===== src/rtl/alu_issue_ctrl.sv =====
// Operand/issue stage in front of the 16-bit ALU: register file, carry flag, handshake and write-back.
// Optional macro ALU_ISSUE_BYPASS_EN: accept during EXEC with result/carry forwarding (1 op per cycle).
//
// state | meaning
// IDLE  | no op in flight, alu_* outputs holding last operands
// EXEC  | ALU op in flight, result written back at the end of this cycle
module alu_issue_ctrl #(
    parameter int WIDTH = 16,
    parameter int NREG  = 4,
    parameter int AW    = 2
) (
    input  logic             clk_i,
    input  logic             rst_i,
    input  logic             instr_valid_i,
    output logic             instr_ready_o,
    input  logic             instr_ld_i,
    input  logic [3:0]       instr_op_i,
    input  logic [AW-1:0]    instr_rd_i,
    input  logic [AW-1:0]    instr_rs_i,
    input  logic [AW-1:0]    instr_rt_i,
    input  logic             instr_cuse_i,
    input  logic [WIDTH-1:0] instr_imm_i,
    output logic [WIDTH-1:0] alu_a_o,
    output logic [WIDTH-1:0] alu_b_o,
    output logic [3:0]       alu_op_o,
    output logic             alu_c_o,
    input  logic [WIDTH-1:0] alu_f_i,
    input  logic             alu_c_i,
    output logic             done_o,
    input  logic [AW-1:0]    dbg_addr_i,
    output logic [WIDTH-1:0] dbg_data_o,
    output logic             dbg_carry_o
);

    typedef enum logic {IDLE, EXEC} state_t;

    state_t           state;
    state_t           state_nxt;
    logic [WIDTH-1:0] regs [NREG];
    logic             flag;
    logic [AW-1:0]    rd_q;
    logic             accept;
    logic             accept_alu;
    logic             accept_ld;
    logic             wr_alu;
    logic [WIDTH-1:0] src_a;
    logic [WIDTH-1:0] src_b;
    logic             src_c;

    assign accept     = instr_valid_i & instr_ready_o;
    assign accept_alu = accept & ~instr_ld_i;
    assign accept_ld  = accept & instr_ld_i;
    assign wr_alu     = (state == EXEC);

    always_ff @(posedge clk_i or posedge rst_i) begin
        if (rst_i) begin
            state <= IDLE;
        end else begin
            state <= state_nxt;
        end
    end

    always_comb begin
        state_nxt = state;
        case (state)
            IDLE: begin
                if (accept_alu) state_nxt = EXEC;
            end
            EXEC: begin
`ifdef ALU_ISSUE_BYPASS_EN
                state_nxt = accept_alu ? EXEC : IDLE;
`else
                state_nxt = IDLE;
`endif
            end
            default: state_nxt = IDLE;
        endcase
    end

    always_comb begin
`ifdef ALU_ISSUE_BYPASS_EN
        instr_ready_o = 1'b1;
`else
        instr_ready_o = (state == IDLE);
`endif
    end

    // Operands are read at accept, so rd == rs sees the pre-write value.
    always_comb begin
        src_a = regs[instr_rs_i];
        src_b = regs[instr_rt_i];
        src_c = instr_cuse_i & flag;
`ifdef ALU_ISSUE_BYPASS_EN
        if (state == EXEC) begin
            if (instr_rs_i == rd_q) src_a = alu_f_i;
            if (instr_rt_i == rd_q) src_b = alu_f_i;
            if (instr_cuse_i)       src_c = alu_c_i;
        end
`endif
    end

    always_ff @(posedge clk_i or posedge rst_i) begin
        if (rst_i) begin
            for (int i = 0; i < NREG; i++) regs[i] <= '0;
            flag     <= 1'b0;
            rd_q     <= '0;
            alu_a_o  <= '0;
            alu_b_o  <= '0;
            alu_op_o <= '0;
            alu_c_o  <= 1'b0;
            done_o   <= 1'b0;
        end else begin
            if (accept_alu) begin
                alu_a_o  <= src_a;
                alu_b_o  <= src_b;
                alu_op_o <= instr_op_i;
                alu_c_o  <= src_c;
                rd_q     <= instr_rd_i;
            end
            if (wr_alu) begin
                regs[rd_q] <= alu_f_i;
                flag       <= alu_c_i;
            end
            // Placed after the ALU write-back so a same-edge load to the same rd wins.
            if (accept_ld) regs[instr_rd_i] <= instr_imm_i;
            done_o <= wr_alu | accept_ld;
        end
    end

    assign dbg_data_o  = regs[dbg_addr_i];
    assign dbg_carry_o = flag;

endmodule


===== config.mk =====
export PLATFORM = sky130hd
export DESIGN_NAME = alu_issue_ctrl
export DESIGN_NICKNAME = d
export VERILOG_FILES = /design/src/rtl/alu_issue_ctrl.sv
export SDC_FILE = /design/constraint.sdc
export NUM_CORES = 1
export LEC_CHECK = 0
export BUFFER_PORTS_ARGS = -buffer_cell sky130_fd_sc_hd__buf_2
export CAP_MARGIN = 20
export CORE_MARGIN = 8
export CORE_UTILIZATION = 40
export DETAILED_ROUTE_END_ITERATION = 10
export MAX_ROUTING_LAYER = met4
export PLACE_DENSITY = 0.59
export SYNTH_ARGS = -nofsm -noshare
export SYNTH_HDL_FRONTEND = slang
export SYNTH_SLANG_ARGS = --single-unit

===== constraint.sdc =====
create_clock -name clk_i -period 7.6 [get_ports clk_i]
set_input_delay 0.76 -clock clk_i [delete_from_list [all_inputs] [get_ports clk_i]]
set_output_delay 0.76 -clock clk_i [all_outputs]
set_load 0.01 [all_outputs]

# ---- Word level (Yosys, flattened, before mapping)
# Index checks and enable logic that the tools add are counted.
dict set report word_totals {
  register_bits 106
  input_bits 50
}
dict set report classes {
  magnitude_cmp 7
  n_mux 19
  bitwise 12
  reduce_logical 2
}
# cell count
set op_table {}
lappend op_table {{$bwmux W64} 2}
lappend op_table {{$mux W16} 8}
lappend op_table {{$mux W64} 2}
lappend op_table {{$bmux W16 S2} 3}
lappend op_table {{$demux W16 S2} 2}
lappend op_table {{$ge A3 B3 Y1 const B} 5}
lappend op_table {{$not A2 Y3} 5}
lappend op_table {{$lt A3 B1 Y1 const B} 2}
lappend op_table {{$and A1 B1 Y1} 4}
lappend op_table {{$logic_and A1 B1 Y1} 2}
lappend op_table {{$not A1 Y1} 2}
lappend op_table {{$pmux W1 S2} 1}
lappend op_table {{$mux W1} 1}
lappend op_table {{$or A1 B1 Y1} 1}

# ---- Longest topological paths before layout
dict set report logic_depth {
  depth_word 9
  mapped_depth 6
  ltp_nobuf 3
}

# ---- Worst setup path before layout
# Ideal clock, no wire load.
dict set report synth_path {
  kind {input to output}
  start {in dbg_addr_i[0]}
  end {out dbg_data_o[10]}
  t_arrival_ns 1.838
  setup_slack_ns 5.002
  cell_stages 3
  path_cell_list {buf_2 buf_2 mux4_2}
}
dict set report synth_via {
  elab_chain_len 4
}
# element line
set synth_lines {}
lappend synth_lines {{start, declared} 30} ;# input logic [AW-1:0] dbg_addr_i,
lappend synth_lines {{$not A2 Y3 (not written as such)} 130} ;# assign dbg_data_o = regs[dbg_addr_i];
lappend synth_lines {{$bmux W16 S2} 130}
lappend synth_lines {{$mux W16 (not written as such) (2 in a row)} 130}
lappend synth_lines {{end, declared} 31} ;# output logic [WIDTH-1:0] dbg_data_o,
# Every way passes these cells. The select of a mux whose other input is x is not followed.

# ---- Final worst setup path
dict set report layout_path {
  start {in dbg_addr_i[0]}
  end {out dbg_data_o[13]}
}
# Same word-level chain as after synthesis.

==> metrics.md <==
| Metric | Value |
|---|---|
| Status | `finished clean` |
| Pwr Total | `roughly 2.2 mW` |
| Max Cap Violations | `0` |
| Largest cells by area after synthesis | `dfrtp_1 (44%), mux2_2 (20%), mux4_2 (18%), mux2_4 (7.4%), mux2i_1 (2.6%)` |
| # rows | `45` |
| Min cycle time layout | `2806 ps` |
| FF-to-FF setup slack | `5260 ps` |
| Static Leak | `3.080 nW` |
| Half-perimeter wire length after placement | `just over 10000 µm` |
| Synth cell types | `25` |
| GP Congestion | `between 0.7 and 0.8` |
| Initial antenna violation count | `1` |
| Period utilization | `0.3692` |
| I/O pin cnt | `106` |
| Commonest cells in the synthesized netlist | `dfrtp_1 (106), mux2_2 (105), mux4_2 (48)` |
| Wirelength per Cell | `about 23 µm` |
| FF+latch count, synth | `~110` |
| CTS H-tree depth | `3` |
| Critical path data arrival time | `2050 ps` |
| Die Span Y | `139.0 µm` |
| Endpoints failing setup | `0` |
| Synth Warn # | `0` |
| Worst Skew | `6.005 ps` |
| CTS Buf Count | `9` |
| Fillers | `~1300` |
| Die width | `approximately 140 µm` |
| Vias per std cell | `between 5 and 6` |
| VDD IR max | `approximately 0.15 mV` |
| Share of the synthesized area in the top cell type | `0.4382` |
| Syn avg cell area | `about 16 µm²` |
| Root buffer cell | `clkbuf_16` |
| Gate Count Post-Synth | `389` |
| Seq/Total Area, Yosys | `0.4382` |
| Gr ovfl total | `0` |
| Clock Sinks | `around 110` |
| Clock Latency Late Sink | `about 350 ps` |
| Clk slew on worst S/H paths | `about 70 ps` |
| Most frequent cell after synthesis | `dfrtp_1` |
| DRC marker count from the first detailed-route iteration | `approximately 240` |
| Crit. End Element | `output pin` |
| Post-synth EDFFs | `0` |
| Post-Route Setup TNS | `0 ps` |
| Hold Slack | `about 450 ps` |
| Startpoint types | `input port` |
| Post-CTS setup buffers | `0` |
| IO Port Bufs | `around 110` |
| Clock buffer depth | `2` |
| Post-DRT Antenna Nets | `0` |
| Routed vias | `approximately 3800` |
| RSZ-0062 raised after global routing | `false` |
| First-pass GRT wire length | `approximately 25000 µm` |
| CTS tree | `built` |
| Largest area contributor in the synthesized netlist | `dfrtp_1` |
| Final Hold Viols | `0` |
| Largest net degree at the start of global routing | `68` |
| Layout cells sized above 1 | `0.6486` |
| Number of global-route vias before repair | `4098` |
| Initial core utilization | `0.4042` |
| Mapped Nets | `around 440` |
| Slew @ Worst Pin | `roughly 1100 ps` |
| Crit path kind | `input port to output pin` |
| CTS Hold Buffers Added | `0` |
| Post-synth ARST share | `1.000` |
| Area Growth Syn to Fin | `14.76%` |
| Required @ worst endpoint | `~7000 ps` |
| Total die area | `0.01933 mm²` |
| DRC | `0` |
| PostCTS Resize Cnt | `0` |
| GRT Total Usage | `0.1695` |
| Rel. slew slack | `0.2406` |
| Placeable Area | `0.01498 mm²` |
| Util after Layout | `0.4638` |
| Min-Delay Path Class | `input port to async pin` |
| Maximum clock frequency | `between 0.3 and 0.4 GHz` |
| Final net count | `527` |
| Pwr per Cell Area | `around 320 mW/mm²` |
| Critical-path maximum fanout | `16` |
| Setup ws final | `4794 ps` |
| Detailed Route WL | `~16000 µm` |
| Max-slew violation count | `0` |
| Post-Place Worst Slack | `between 4000 and 5000 ps` |
| Post-Syn Area | `0.006053 mm²` |
| Router iterations before antenna repair | `4` |
| Ys flop type | `dfrtp_1` |
-- per-stage QoR --
step           cells  instance area [µm²]
2_1_floorplan    389                 6053
3_3_place_gp     652                 6628
3_5_place_dp     654                 6658
4_1_cts          669                 6944
5_1_grt          670                 6947
6_report         670                 6947
-- final timing paths --
check,start,endpoint,cells after the start
max in group asynchronous,rst_i,regs[52],3
setup / recovery,dbg_addr_i[0],dbg_data_o[13],3
hold reg to reg,alu_op_o[1],alu_op_o[1],1
hold / removal,rst_i,alu_a_o[13],2
min in group clk_i,alu_op_o[1],alu_op_o[1],1
setup reg to reg,state,regs[55],3
-- worst max-delay path, stage by stage --
cell and delay, ps:
buf_2 530, mux4_2 590, buf_2 150
-- cell usage in the layout (no fill, tap or decap) --
cell type / instances
buf_8: 2
or3_1: 2
mux2_4: 30
clkbuf_8: 1
or2_1: 1
nor3b_4: 2
o21ai_0: 1
nand3_2: 1
clkinv_2: 2
inv_1: 3
clkbuf_16: 9
nand2b_1: 1
a21oi_1: 16
mux2i_1: 16
nand2_1: 2
dfrtp_1: 106
nor3_1: 16
bufinv_16: 1
diode_2: 1
nand3b_1: 2
buf_4: 3
mux2_2: 105
nand3_1: 1
inv_4: 1
mux4_2: 48
nand4b_4: 1
clkbuf_1: 2
buf_2: 105
nand3b_2: 1
-- report_power, final --
part / switching, mW / total [mW] / internal (mW)
sequential: 0.175 / 0.958 / 0.784
clock: 0.207 / 0.469 / 0.262
combinational: 0.289 / 0.806 / 0.517
total: 0.671 / 2.23 / 1.56
-- flip-flops by register name (all words and copies together), names as in the netlist --
signal and count:
alu_c_o 1, alu_a_o 16, dbg_carry_o 1, state 1, done_o 1, alu_op_o 4, regs 64, alu_b_o 16
rd_q 2
-- kinds of logic after synthesis --
group | count (synthesis) | synth area share
buffers and inverters | 37 | 0.03845
and+or+nand+nor | 30 | 0.03452
muxes | 199 | 0.4748
DFF | 106 | 0.4382
AOI/OAI and AO/OA | 17 | 0.01406
-- area by class of cell --
cell class	instances	area [µm²]	share of cell area
clock buffers	12	246.5	0.03548
well taps	188	235.2	0.03386
clock inverters	3	40.04	0.005764
multi-input cells	246	3174	0.4570
repair buffers	110	578.1	0.08321
inverters	4	17.52	0.002522
diodes	1	2.502	0.0003602
flip-flops and latches	106	2653	0.3818
-- layer usage --
layer | wire, µm | track usage | vias to the layer above
met5 | 0 | - | -
met1 | 6806 | 0.2084 | 1996
met4 | 199 | 0.05373 | 0
li1 | - | - | 1676
met3 | 630 | 0.02823 | 14
met2 | 7903 | 0.2809 | 94
Power figures use the tool's default switching activity.
